==> src/rtl/shift_pkg.sv <==
// Shared constants and shift helper for the
// shift arbiter and other shift users.
package shift_pkg;
   localparam int N_REQ = 4;
   localparam int WIDTH = 8;
   localparam int SHW   = 3;
   localparam int ID_W  = 2;

   function automatic logic [WIDTH-1:0] lsl(
      input logic [WIDTH-1:0] data,
      input logic [SHW-1:0]   amt
   );
      return data << amt;
   endfunction
endpackage

==> src/rtl/shift_arbiter_if.sv <==
// Requester and result-slot handshake bundle
// for the shift arbiter.
interface shift_arbiter_if;
   import shift_pkg::*;

   logic [N_REQ-1:0]       req_valid;
   logic [N_REQ-1:0]       req_ready;
   logic [N_REQ*WIDTH-1:0] req_data;
   logic [N_REQ*SHW-1:0]   req_amt;
   logic                   out_valid;
   logic                   out_ready;
   logic [WIDTH-1:0]       out_data;
   logic [ID_W-1:0]        out_id;

   modport master (
      output req_valid, req_data, req_amt, out_ready,
      input  req_ready, out_valid, out_data, out_id
   );

   modport slave (
      input  req_valid, req_data, req_amt, out_ready,
      output req_ready, out_valid, out_data, out_id
   );
endinterface

==> src/rtl/shift_arbiter_rr_pick4.sv <==
// Combinational 4-way round-robin picker:
// first valid at or above ptr, with wrap.
module rr_pick4
   import shift_pkg::*;
(
   input  logic [N_REQ-1:0] valid,
   input  logic [ID_W-1:0]  ptr,
   output logic [N_REQ-1:0] grant,
   output logic [ID_W-1:0]  idx,
   output logic             any_valid
);

   logic [ID_W-1:0] cand;
   logic            found;

   always_comb begin
      cand  = '0;
      found = 1'b0;
      idx   = '0;
      for (int k = 0; k < N_REQ; k++) begin
         cand = ptr + ID_W'(k);
         if (!found && valid[cand]) begin
            found = 1'b1;
            idx   = cand;
         end
      end
      grant     = found ? (N_REQ'(1) << idx) : '0;
      any_valid = found;
   end

endmodule

==> src/rtl/shift_arbiter.sv <==
// Round-robin share of one barrel shifter among
// four requesters, with a single output slot.
module shift_arbiter
   import shift_pkg::*;
(
   input  logic            clk,
   input  logic            rst_n,
   shift_arbiter_if.slave  bus,
   output logic            busy
);

   logic [ID_W-1:0]  ptr;
   logic [N_REQ-1:0] grant;
   logic [ID_W-1:0]  idx;
   logic             any_valid;
   logic             slot_free;
   logic             xfer;
   logic             vld;
   logic [WIDTH-1:0] dat;
   logic [ID_W-1:0]  id;
   logic [WIDTH-1:0] sel_data;
   logic [SHW-1:0]   sel_amt;

   rr_pick4 u_pick (
      .valid     (bus.req_valid),
      .ptr       (ptr),
      .grant     (grant),
      .idx       (idx),
      .any_valid (any_valid)
   );

   assign slot_free     = !vld || bus.out_ready;
   assign xfer          = any_valid && slot_free;
   assign bus.req_ready = slot_free ? grant : '0;

   assign sel_data = bus.req_data[idx*WIDTH +: WIDTH];
   assign sel_amt  = bus.req_amt[idx*SHW +: SHW];

   // Reload takes priority over drain so the slot
   // sustains one result per cycle.
   always_ff @(posedge clk or negedge rst_n) begin
      if (!rst_n) begin
         vld <= 1'b0;
         dat <= '0;
         id  <= '0;
         ptr <= '0;
      end else if (xfer) begin
         vld <= 1'b1;
         dat <= lsl(sel_data, sel_amt);
         id  <= idx;
         ptr <= idx + ID_W'(1);
      end else if (bus.out_ready) begin
         vld <= 1'b0;
      end
   end

   assign bus.out_valid = vld;
   assign bus.out_data  = dat;
   assign bus.out_id    = id;
   assign busy          = vld || (|bus.req_valid);

endmodule

==> src/flat_wrapper.sv <==
// flat-port wrapper written by rule: the top's interface ports become plain ports
module shift_arbiter_flat import shift_pkg::*;
  (clk, rst_n, busy, bus_req_valid, bus_req_data, bus_req_amt, bus_out_ready, bus_req_ready, bus_out_valid, bus_out_data, bus_out_id);
  shift_arbiter_if bus_i ();
  input  logic clk;
  input  logic rst_n;
  output logic busy;
  input wire logic [$bits(bus_i.req_valid)-1:0] bus_req_valid;
  input wire logic [$bits(bus_i.req_data)-1:0] bus_req_data;
  input wire logic [$bits(bus_i.req_amt)-1:0] bus_req_amt;
  input wire logic [$bits(bus_i.out_ready)-1:0] bus_out_ready;
  output wire logic [$bits(bus_i.req_ready)-1:0] bus_req_ready;
  output wire logic [$bits(bus_i.out_valid)-1:0] bus_out_valid;
  output wire logic [$bits(bus_i.out_data)-1:0] bus_out_data;
  output wire logic [$bits(bus_i.out_id)-1:0] bus_out_id;
  assign bus_i.req_valid = bus_req_valid;
  assign bus_i.req_data = bus_req_data;
  assign bus_i.req_amt = bus_req_amt;
  assign bus_i.out_ready = bus_out_ready;
  assign bus_req_ready = bus_i.req_ready;
  assign bus_out_valid = bus_i.out_valid;
  assign bus_out_data = bus_i.out_data;
  assign bus_out_id = bus_i.out_id;
  shift_arbiter u_core (.clk(clk), .rst_n(rst_n), .bus(bus_i), .busy(busy));
endmodule
==> config.mk <==
export PLATFORM = sky130hd
export DESIGN_NAME = shift_arbiter_flat
export DESIGN_NICKNAME = d
export VERILOG_FILES = /design/src/rtl/shift_pkg.sv /design/src/rtl/shift_arbiter_if.sv /design/src/rtl/shift_arbiter_rr_pick4.sv /design/src/rtl/shift_arbiter.sv /design/src/flat_wrapper.sv
export SDC_FILE = /design/constraint.sdc
export NUM_CORES = 1
export LEC_CHECK = 0
export CAP_MARGIN = 20
export CORE_ASPECT_RATIO = 0.75
export CORE_MARGIN = 10
export CORE_UTILIZATION = 36
export DETAILED_ROUTE_END_ITERATION = 12
export PLACE_DENSITY_LB_ADDON = 0.05
export SYNTH_ARGS = -nofsm -noshare
export SYNTH_HDL_FRONTEND = slang
export SYNTH_SLANG_ARGS = --single-unit
==> constraint.sdc <==
create_clock -name clk -period 2.7 [get_ports clk]
set_input_delay 0.675 -clock clk [delete_from_list [all_inputs] [get_ports clk]]
set_output_delay 0.675 -clock clk [all_outputs]
set_load 0.01 [all_outputs]
* Word-level counts from Yosys, hierarchy flattened
Index checks and enable logic that the tools add are counted.
** Word-level totals
- Flip-flop bits (word level) :: 13
- Input bits :: 51
- Output and inout bits :: 16
- Logic and storage cells :: 49
** Operators by class
- $add $sub $neg :: 4
- Multiply operators :: 1
- $lt $le $gt $ge :: 4
- Shift operators :: 4
- Mux-type cells :: 20
- Reduce and logical (&&, ||, !) cells :: 12
** Operators with widths (number)
- 32-bit by 6-bit variable part select with 8-bit output :: 1
- 2-bit by 3-bit < comparator with 1-bit output (second input constant) :: 4
- 12-bit by 5-bit variable part select with 3-bit output :: 1
- 1-bit two-way mux :: 10
- 1-bit binary-select mux with 2-bit select :: 4
- 2-bit two-way mux :: 4
- 4-bit two-way mux :: 2
- 8-bit by 3-bit << shifter with 8-bit output :: 1
- 2-bit by 1-bit adder with 2-bit output (second input constant) :: 2
- 2-bit adder (second input constant) :: 2
- 1-bit logical AND :: 4
- 1-bit logical NOT :: 4
- 2-bit by 2-bit multiplier with 4-bit output (second input constant) :: 1
- 4-bit OR reduction :: 1
- 1-bit by 2-bit << shifter with 4-bit output (first input constant) :: 1
- 1-bit logical OR :: 2
- 2-bit nonzero test :: 1

* Longest topological paths before layout
Gate-level depths: netlist of the first run.
- Depth in word-level cells :: 15
- Mapped depth :: 9
- Gate-level depth less buffers :: 8

* Hierarchy
A second synthesis of the first run with hierarchy kept.
** Second synthesis, totals
- Cells, all modules :: 130
- Area, all modules :: 1296.2 um^2
** Modules (own cells, without submodules)
- shift_arbiter :: instances 1, cells an instance 98, area an instance 1113.6 um^2, sequential area each 325.3 um^2
- rr_pick4 :: instances 1, cells an instance 32, area an instance 182.7 um^2, sequential area each 0.0 um^2

* Worst setup path after synthesis of the first run
Ideal clock, no wire load.
- Path type :: input -> output
- Start :: input port bus_req_valid[2]
- End :: output port bus_req_ready[0]
- Arrival time :: 2.018 ns
- Required time :: 2.025 ns
- Slack :: 0.007 ns
- Cell stages on the path :: 7
- Buffers on the path :: 1
- Cells stage by stage :: mux2i_1 nor2_1 a311oi_4 buf_4 inv_1 ha_1 and2_1
** On the way
- Longest elaborated chain between the ends :: 15
- Elaborated cells on any way between the ends :: 25
- Classes of those cells :: shift: 1; mux: 18; reduce/logical: 6
** Ends and longest elaborated chain
- from (decl) :: line flat_wrapper.sv:8 : input wire logic [$bits(bus_i.req_valid)-1:0] bus_req_valid;
- 1-bit binary-select mux with 2-bit select :: line shift_arbiter_rr_pick4.sv:22 : if (!found && valid[cand]) begin
- 1-bit two-way mux (not written as such) :: line shift_arbiter_rr_pick4.sv:22
- 1-bit two-way mux :: line shift_arbiter_rr_pick4.sv:22
- 1-bit logical NOT :: line shift_arbiter_rr_pick4.sv:22
- 1-bit logical AND :: line shift_arbiter_rr_pick4.sv:22
- 1-bit two-way mux :: line shift_arbiter_rr_pick4.sv:22
- 1-bit logical NOT :: line shift_arbiter_rr_pick4.sv:22
- 1-bit logical AND :: line shift_arbiter_rr_pick4.sv:22
- 1-bit two-way mux :: line shift_arbiter_rr_pick4.sv:22
- 1-bit logical NOT :: line shift_arbiter_rr_pick4.sv:22
- 1-bit logical AND :: line shift_arbiter_rr_pick4.sv:22
- 2-bit two-way mux * :: line shift_arbiter_rr_pick4.sv:22
- named net u_core.idx[0] :: line shift_arbiter.sv:14 : logic [ID_W-1:0] idx;
- 1-bit by 2-bit << shifter with 4-bit output * :: line shift_arbiter_rr_pick4.sv:27 : grant = found ? (N_REQ'(1) << idx) : '0;
- 4-bit two-way mux * :: line shift_arbiter_rr_pick4.sv:27
- 4-bit two-way mux * :: line shift_arbiter.sv:34 : assign bus.req_ready = slot_free ? grant : '0;
- to (decl) :: line flat_wrapper.sv:12 : output wire logic [$bits(bus_i.req_ready)-1:0] bus_req_ready;
Mark *: on every way through the listed nets, which the timed path passes. The rest lies on a longest branch. The select of a mux whose other input is x is not followed.

* Worst setup path in the final report of the first run
- Start :: input port bus_req_valid[0]
- End :: register u_core.dat[7], in the netlist u_core.bus.out_data[7]
** On the way
- Longest elaborated chain between the ends :: 15
- Elaborated cells on any way between the ends :: 27
- Classes of those cells :: mul: 1; shift: 3; mux: 16; reduce/logical: 7
** Ends and longest elaborated chain
- 1-bit binary-select mux with 2-bit select :: line shift_arbiter_rr_pick4.sv:22
- 1-bit two-way mux (not written as such) :: line shift_arbiter_rr_pick4.sv:22
- 1-bit two-way mux :: line shift_arbiter_rr_pick4.sv:22
- 1-bit logical NOT :: line shift_arbiter_rr_pick4.sv:22
- 1-bit logical AND :: line shift_arbiter_rr_pick4.sv:22
- 1-bit two-way mux :: line shift_arbiter_rr_pick4.sv:22
- 1-bit logical NOT :: line shift_arbiter_rr_pick4.sv:22
- 1-bit logical AND :: line shift_arbiter_rr_pick4.sv:22
- 1-bit two-way mux :: line shift_arbiter_rr_pick4.sv:22
- 1-bit logical NOT :: line shift_arbiter_rr_pick4.sv:22
- 1-bit logical AND :: line shift_arbiter_rr_pick4.sv:22
- 2-bit two-way mux :: line shift_arbiter_rr_pick4.sv:22
- 2-bit by 2-bit multiplier with 4-bit output :: line shift_arbiter.sv:37 : assign sel_amt = bus.req_amt[idx*SHW +: SHW];
- 12-bit by 5-bit variable part select with 3-bit output :: line shift_arbiter.sv:37
- 8-bit by 3-bit << shifter with 8-bit output :: line shift_pkg.sv:13 : return data << amt;
- to (signal assigned) :: line shift_arbiter.sv:49 : dat <= lsl(sel_data, sel_amt);
- to (decl) :: line shift_arbiter.sv:19 : logic [WIDTH-1:0] dat;
Parallel ways exist; a longest one is shown, timed or not. The select of a mux whose other input is x is not followed.
A chain may end at the register's enable or synchronous reset.

==> results of run 1 <==
flip-flops by register name (all words and copies together) (netlist names):
signal                count
u_core.ptr                2
u_core.bus.out_data       8
u_core.bus.out_id         2
u_core.bus.out_valid      1
tightest hold or removal path: stages (launching register included):
cell and delay [ps]:
dfrtp_1 340, nand2_1 50, o21ai_1 60
worst max path at each step:
stage	startpoint	end	slack (ps)	depth (start not counted)
after floorplan	bus_req_valid[2]	bus_req_ready[0]	7	7
after global placement	bus_req_valid[0]	bus_req_ready[1]	-530	8
after detailed placement	bus_req_valid[0]	u_core.bus.out_data[7]	-610	11
after CTS	bus_req_valid[3]	u_core.bus.out_data[6]	10	11
after global routing	bus_req_valid[2]	u_core.bus.out_data[3]	-60	13
final	bus_req_valid[0]	u_core.bus.out_data[7]	50	13
power groups by stage:
| stage | logic [mW] | clock network, mW | registers [mW] |
|---|---|---|---|
| after floorplan | 0.567 | 0 | 0.331 |
| after global placement | 1.00 | 0 | 0.301 |
| after detailed placement | 1.02 | 0 | 0.305 |
| after CTS | 1.25 | 0.171 | 0.303 |
| after global routing | 1.41 | 0.187 | 0.314 |
| final | 1.32 | 0.165 | 0.305 |
cell families (layout without fill, tap and decap cells):
family | after synthesis | count (layout) | share of synthesized area
mux | 49 | 50 | 0.399
simple gates | 35 | 35 | 0.132
flops | 13 | 13 | 0.250
fa+ha+maj | 4 | 4 | 0.0385
compound gates | 24 | 24 | 0.130
buf+inv | 12 | 115 | 0.0501
per-layer routing:
metal  up-vias  routed length, um
met3         6                388
li1        712                  -
met2        47               2390
met5         -                  0
met1       687               1970
met4         0                 46
cells in the final DEF (no fill, tap or decap), types with 5 or more instances in the layout:
| cell type | count |
|---|---|
| o21ai_1 | 6 |
| mux2i_4 | 6 |
| clkdlybuf4s50_1 | 58 |
| buf_6 | 5 |
| nand2_1 | 14 |
| mux2i_1 | 32 |
| dfrtp_1 | 13 |
| mux2_2 | 6 |
| buf_4 | 32 |
per-stage QoR:
stage | power (mW) | cells | hold WS [ps] | worst slack (ps) | TNS [ps]
6_report | 1.79 | 281 | 485 | 48.3 | 0
5_1_grt | 1.91 | 281 | 525 | -62.1 | -177
4_1_cts | 1.72 | 279 | 490 | 11.8 | 0
3_5_place_dp | 1.33 | 260 | 482 | -611 | -6970
3_3_place_gp | 1.30 | 260 | 470 | -533 | -5760
2_1_floorplan | 0.898 | 137 | 379 | 7.49 | 0
area by class of cell:
type,count,area share
Multi-Input combinational cell,113,0.418
Timing Repair Buffer,105,0.404
Sequential cell,13,0.131
Tap cell,40,0.0202
Clock buffer,4,0.0182
Inverter,6,0.00909
repair_timing:
item | 4_1_cts | 5_1_grt
buffers inserted | 13 | 2
endpoints found under the hold margin | 0 | 0
cloned | 2 | 0
gates resized for setup | 49 | 12
endpoints found under the setup margin | 13 | 13
pin swaps | 7 | 6
==> impl_metrics.tcl, run 1 <==
set metrics [dict create \
    drv_cap 0 \
    htree_levels 1 \
    crit_buf_inv 5 \
    hold_viol 0 \
    remaining_drc_errors 0 \
    grt_pass1_wl_um 7640 \
    maxSlewHeadroom 0.615 \
    tightest_slew_ps 576 \
    grt_max_degree 14 \
    r2r-start "u_core.ptr[1]" \
    synth.most_common_cell "mux2i_1" \
    antenna_found_initial 0 \
    switching_share 0.374 \
    cts_tree "yes" \
    vias_per_cell 5.17 \
    ant_nets 0 \
    async_flop_share 1.00 \
    grt_util_met2 0.261 \
    avgSynthCellArea_um2 9.48 \
    leakage_nw 1.12 \
    min_from "u_core.bus.out_data[0]" \
    start_util 0.384 \
    worstPathMaxFanout 5 \
    yosysTopAreaCell "mux2i_1" \
    vdd_drop_max_mv 0.521 \
    gp_congestion 0.824 \
    p_clk_frac 0.092 \
    reg2reg_slack_ps 90 \
    dr.pass1.iters 4 \
    cp-start-kind "input port" \
    hpwlAfterDp_um 3770 \
    port_buffers 66 \
    io_pins 67 \
    grt.busiest_layer "met2" \
    synth_area_leaders "mux2i_1 (29%), dfrtp_1 (25%), mux2_2 (6.9%), nand2_1 (4.0%), ha_1 (3.9%)" \
    dieArea_um2 6430 \
    whs_path_depth 2 \
    post-route-min-period_ps 2650 \
    drt_iter0_drc 67 \
    setup_violations 0 \
    status "finished clean" \
    row_count 18 \
    fin_worst_skew_ps 1.15 \
    grt_pass1_vias 1569 \
    grt_overflow_total 0 \
    synth_edf_count 0 \
    synth_seq_area_share 0.250 \
    combPwrFrac 0.737 \
    final_cell_area_um2 2480 \
    intPower_mw 1.12 \
    drt_wl_total_um 4800 \
    synth_top_area_share 0.293 \
    grt_setup_unrepaired "true" \
    crit_family "multiplexers" \
    critPathSlowestCell "mux2_4" \
    num-nets-final 297 \
    fin_crit_sh 0.982 \
    seqPwrFrac 0.171 \
    synth_commonest_cells "mux2i_1 (38), nand2_1 (14), dfrtp_1 (13)" \
    slew_violations 0 \
    ys_warn_count 0 \
    core_um2 3380 \
    min_to "u_core.bus.out_data[0]" \
    synth_cell_types 34 \
    ys_seq_elements 13 \
    vias 1452 \
    cp-end-kind "register" \
    clkSlewWorstSetupHoldPaths_ps 50 \
    synth_nets 192 \
    max_freq_ghz 0.377 \
    crit_path_cell_trace "buf_6 > mux2i_1 > nor2_1 > a311oi_4 > buf_4 > buf_6 > buf_8 > mux2i_4 > mux2_4 > buf_12 > mux2i_4 > a22oi_1 > nand3_1" \
    drive_above_1_share 0.311 \
    die_w_um 89.4 \
    crit_path_max_incr_delay_ps 340 \
    syn_inst 137 \
    cts_sinks 13 \
    fill_cells 252 \
    met3_usage 0.0525 \
    die_y_um 72.0 \
    arrival_ps 2760 \
    reg2regPathDepth 12 \
    cts_hold_buf 0 \
    clockBufferDepth 2 \
    cp.required_ps 2800 \
    synth_area_um2 1300 \
    reg2reg_to "u_core.bus.out_data[7]" \
    diodes 0 \
    wl_per_cell_um 17.1 \
    synth_ff_type "dfrtp_1" \
    place_area_um2 2140 \
    met1_usage 0.164 \
    clk_latency_ps 240 \
    worstSetupPathType "input port to register" \
    regArea_um2 325 \
    cts-buffers-inserted 3 \
    final_util 0.733 \
    min-delay-path-class "register to register" \
    multi_input_area_um2 1030 \
    root_buffer "clkbuf_8" \
    grt_usage 0.146 \
    area_delta_synth_final_pct 90.8 \
    pwr_density_cell_nw_per_um2 721 \
    switchingPower_uw 669 \
]
No activity file was read; power rests on OpenSTA's default activity.
==> run 2, diff against run 1 <==
TNS_END_PERCENT = 20   (was unset)
==> run 2 against run 1 <==
Against the previous run:
- critical path type unchanged
- final cell count stayed put
- sequential power barely moved
- combinational power about the same
- hold slack about the same
- routed wire length hardly changed
==> impl_metrics.tcl, run 2 (synthesis gave the netlist of run 1 again) <==
set metrics [dict create \
    largest_reg_flops 8 \
    clk_latency_ps 240 \
    root_buffer "clkbuf_8" \
    cts_tree "yes" \
    remaining_drc_errors 0 \
    worstPathMaxFanout 5 \
    maxSlewHeadroom 0.615 \
    num-nets-final 297 \
    fin_crit_sh 0.986 \
    intPower_mw 1.12 \
    io_pins 67 \
    dr.pass1.iters 4 \
    leakage_nw 1.12 \
    min-delay-path-class "register to register" \
    cts_hold_buf 0 \
    layout_commonest_cell "clkdlybuf4s50_1" \
    port_buffers 66 \
    fill_cells 252 \
    max_freq_ghz 0.376 \
    setup_violations 0 \
    slew_violations 0 \
    cp-start-kind "input port" \
    vias_per_cell 5.21 \
    clockBufferDepth 2 \
    drt_iter0_drc 56 \
    crit_path_max_incr_delay_ps 260 \
    row_count 18 \
    cts-buffers-inserted 3 \
    dieArea_um2 6430 \
    wl_per_cell_um 17.1 \
    seqPwrFrac 0.171 \
    start_util 0.384 \
    status "finished clean" \
    place_area_um2 2140 \
    vdd_drop_max_mv 0.521 \
    area_delta_synth_final_pct 90.8 \
    diodes 0 \
    grt_pass1_wl_um 7640 \
    grt_setup_unrepaired "true" \
    arrival_ps 2830 \
    p_clk_frac 0.092 \
    place_inst 260 \
    switching_share 0.375 \
    htree_levels 1 \
    ant_nets 0 \
    drt_wl_total_um 4800 \
    cts_sinks 13 \
    drv_cap 0 \
    layout_common_cells "clkdlybuf4s50_1 (58), mux2i_1 (32), buf_4 (32)" \
    grt_overflow_total 0 \
    gp_congestion 0.824 \
    drive_above_1_share 0.311 \
    die_y_um 72.0 \
    switchingPower_uw 669 \
    crit_path_cell_trace "buf_6 > mux2i_1 > nor2_1 > a311oi_4 > buf_4 > buf_6 > buf_8 > mux2i_4 > mux2_4 > buf_12 > mux2i_4 > mux2i_1 > o21ai_1" \
    grt_max_degree 14 \
    core_um2 3380 \
    combPwrFrac 0.737 \
    tightest_slew_ps 576 \
    post-route-min-period_ps 2660 \
    critPathSlowestCell "mux2_4" \
    fin_worst_skew_ps 1.17 \
    worstSetupPathType "input port to register" \
    hold_viol 0 \
    grt_pass1_vias 1569 \
    hpwlAfterDp_um 3770 \
    die_w_um 89.4 \
    clkSlewWorstSetupHoldPaths_ps 50 \
    final_cell_area_um2 2480 \
    vias 1465 \
    final_cell_count_no_fill 281 \
    cp.required_ps 2860 \
    pwr_density_cell_nw_per_um2 721 \
    antenna_found_initial 0 \
    cp-end-kind "register" \
    grt_usage 0.146 \
]
[run 2: cell counts in the layout (fill, tap and decap cells not counted)]
Identical to the previous run, type by type.
[run 2: per-stage QoR]
stage               utilization  setup TNS, ps  hold slack, ps  worst slack, ps  total power, mW
floorplan                     -              0             379             7.49            0.898
detailed placement        0.633          -6970             482             -611             1.33
finish                    0.733              0             485             37.7             1.79
global placement          0.633          -5760             470             -533             1.30
CTS                       0.716              0             490             11.8             1.72
global route              0.733           -177             525            -62.1             1.91
[run 2: cell type report]
cell class	count	area, um2	share of cell area
Multi-Input combinational cell	113	1030	0.418
Inverter	6	22.5	0.00909
Timing Repair Buffer	105	1000	0.404
Sequential cell	13	325	0.131
Tap cell	40	50.0	0.0202
Clock buffer	4	45.0	0.0182
[run 2: final timing paths]
| kind | from | to | slack (ps) | depth (start not counted) |
|---|---|---|---|---|
| setup / recovery | bus_req_valid[0] | u_core.bus.out_data[3] | 40 | 13 |
| hold / removal | u_core.bus.out_data[0] | u_core.bus.out_data[0] | 480 | 2 |
| setup reg to reg | u_core.ptr[1] | u_core.bus.out_data[3] | 80 | 12 |
| hold reg to reg | u_core.bus.out_data[0] | u_core.bus.out_data[0] | 480 | 2 |
| max in group asynchronous | rst_n | u_core.ptr[0] | 1520 | 1 |
| min in group asynchronous | rst_n | u_core.ptr[1] | 810 | 1 |
[run 2: power by group through the flow]
stage / clock (mW) / combinational, mW / sequential, mW
3_3_place_gp: 0 / 1.00 / 0.301
4_1_cts: 0.171 / 1.25 / 0.303
2_1_floorplan: 0 / 0.567 / 0.331
6_report: 0.165 / 1.32 / 0.305
5_1_grt: 0.187 / 1.41 / 0.314
3_5_place_dp: 0 / 1.02 / 0.305
[run 2: metal layers]
layer	track usage	vias up	part of all wire
met5	0	-	0
met4	0.0282	0	0.010
met3	0.0525	8	0.082
met2	0.261	55	0.50
met1	0.164	687	0.41
li1	-	715	-
[run 2: critical path: cells and delay by family]
kind,cells,cell delay (ps)
compound gates,2,380
buf+inv,5,660
mux,5,1010
simple gates,1,90
[run 2: what timing repair did]
action	4_1_cts	5_1_grt
cloned	2	0
pin swaps	7	6
resized for setup	49	12
hold endpoints to repair	0	0
setup buffers	13	2
endpoints found under the setup margin	13	13
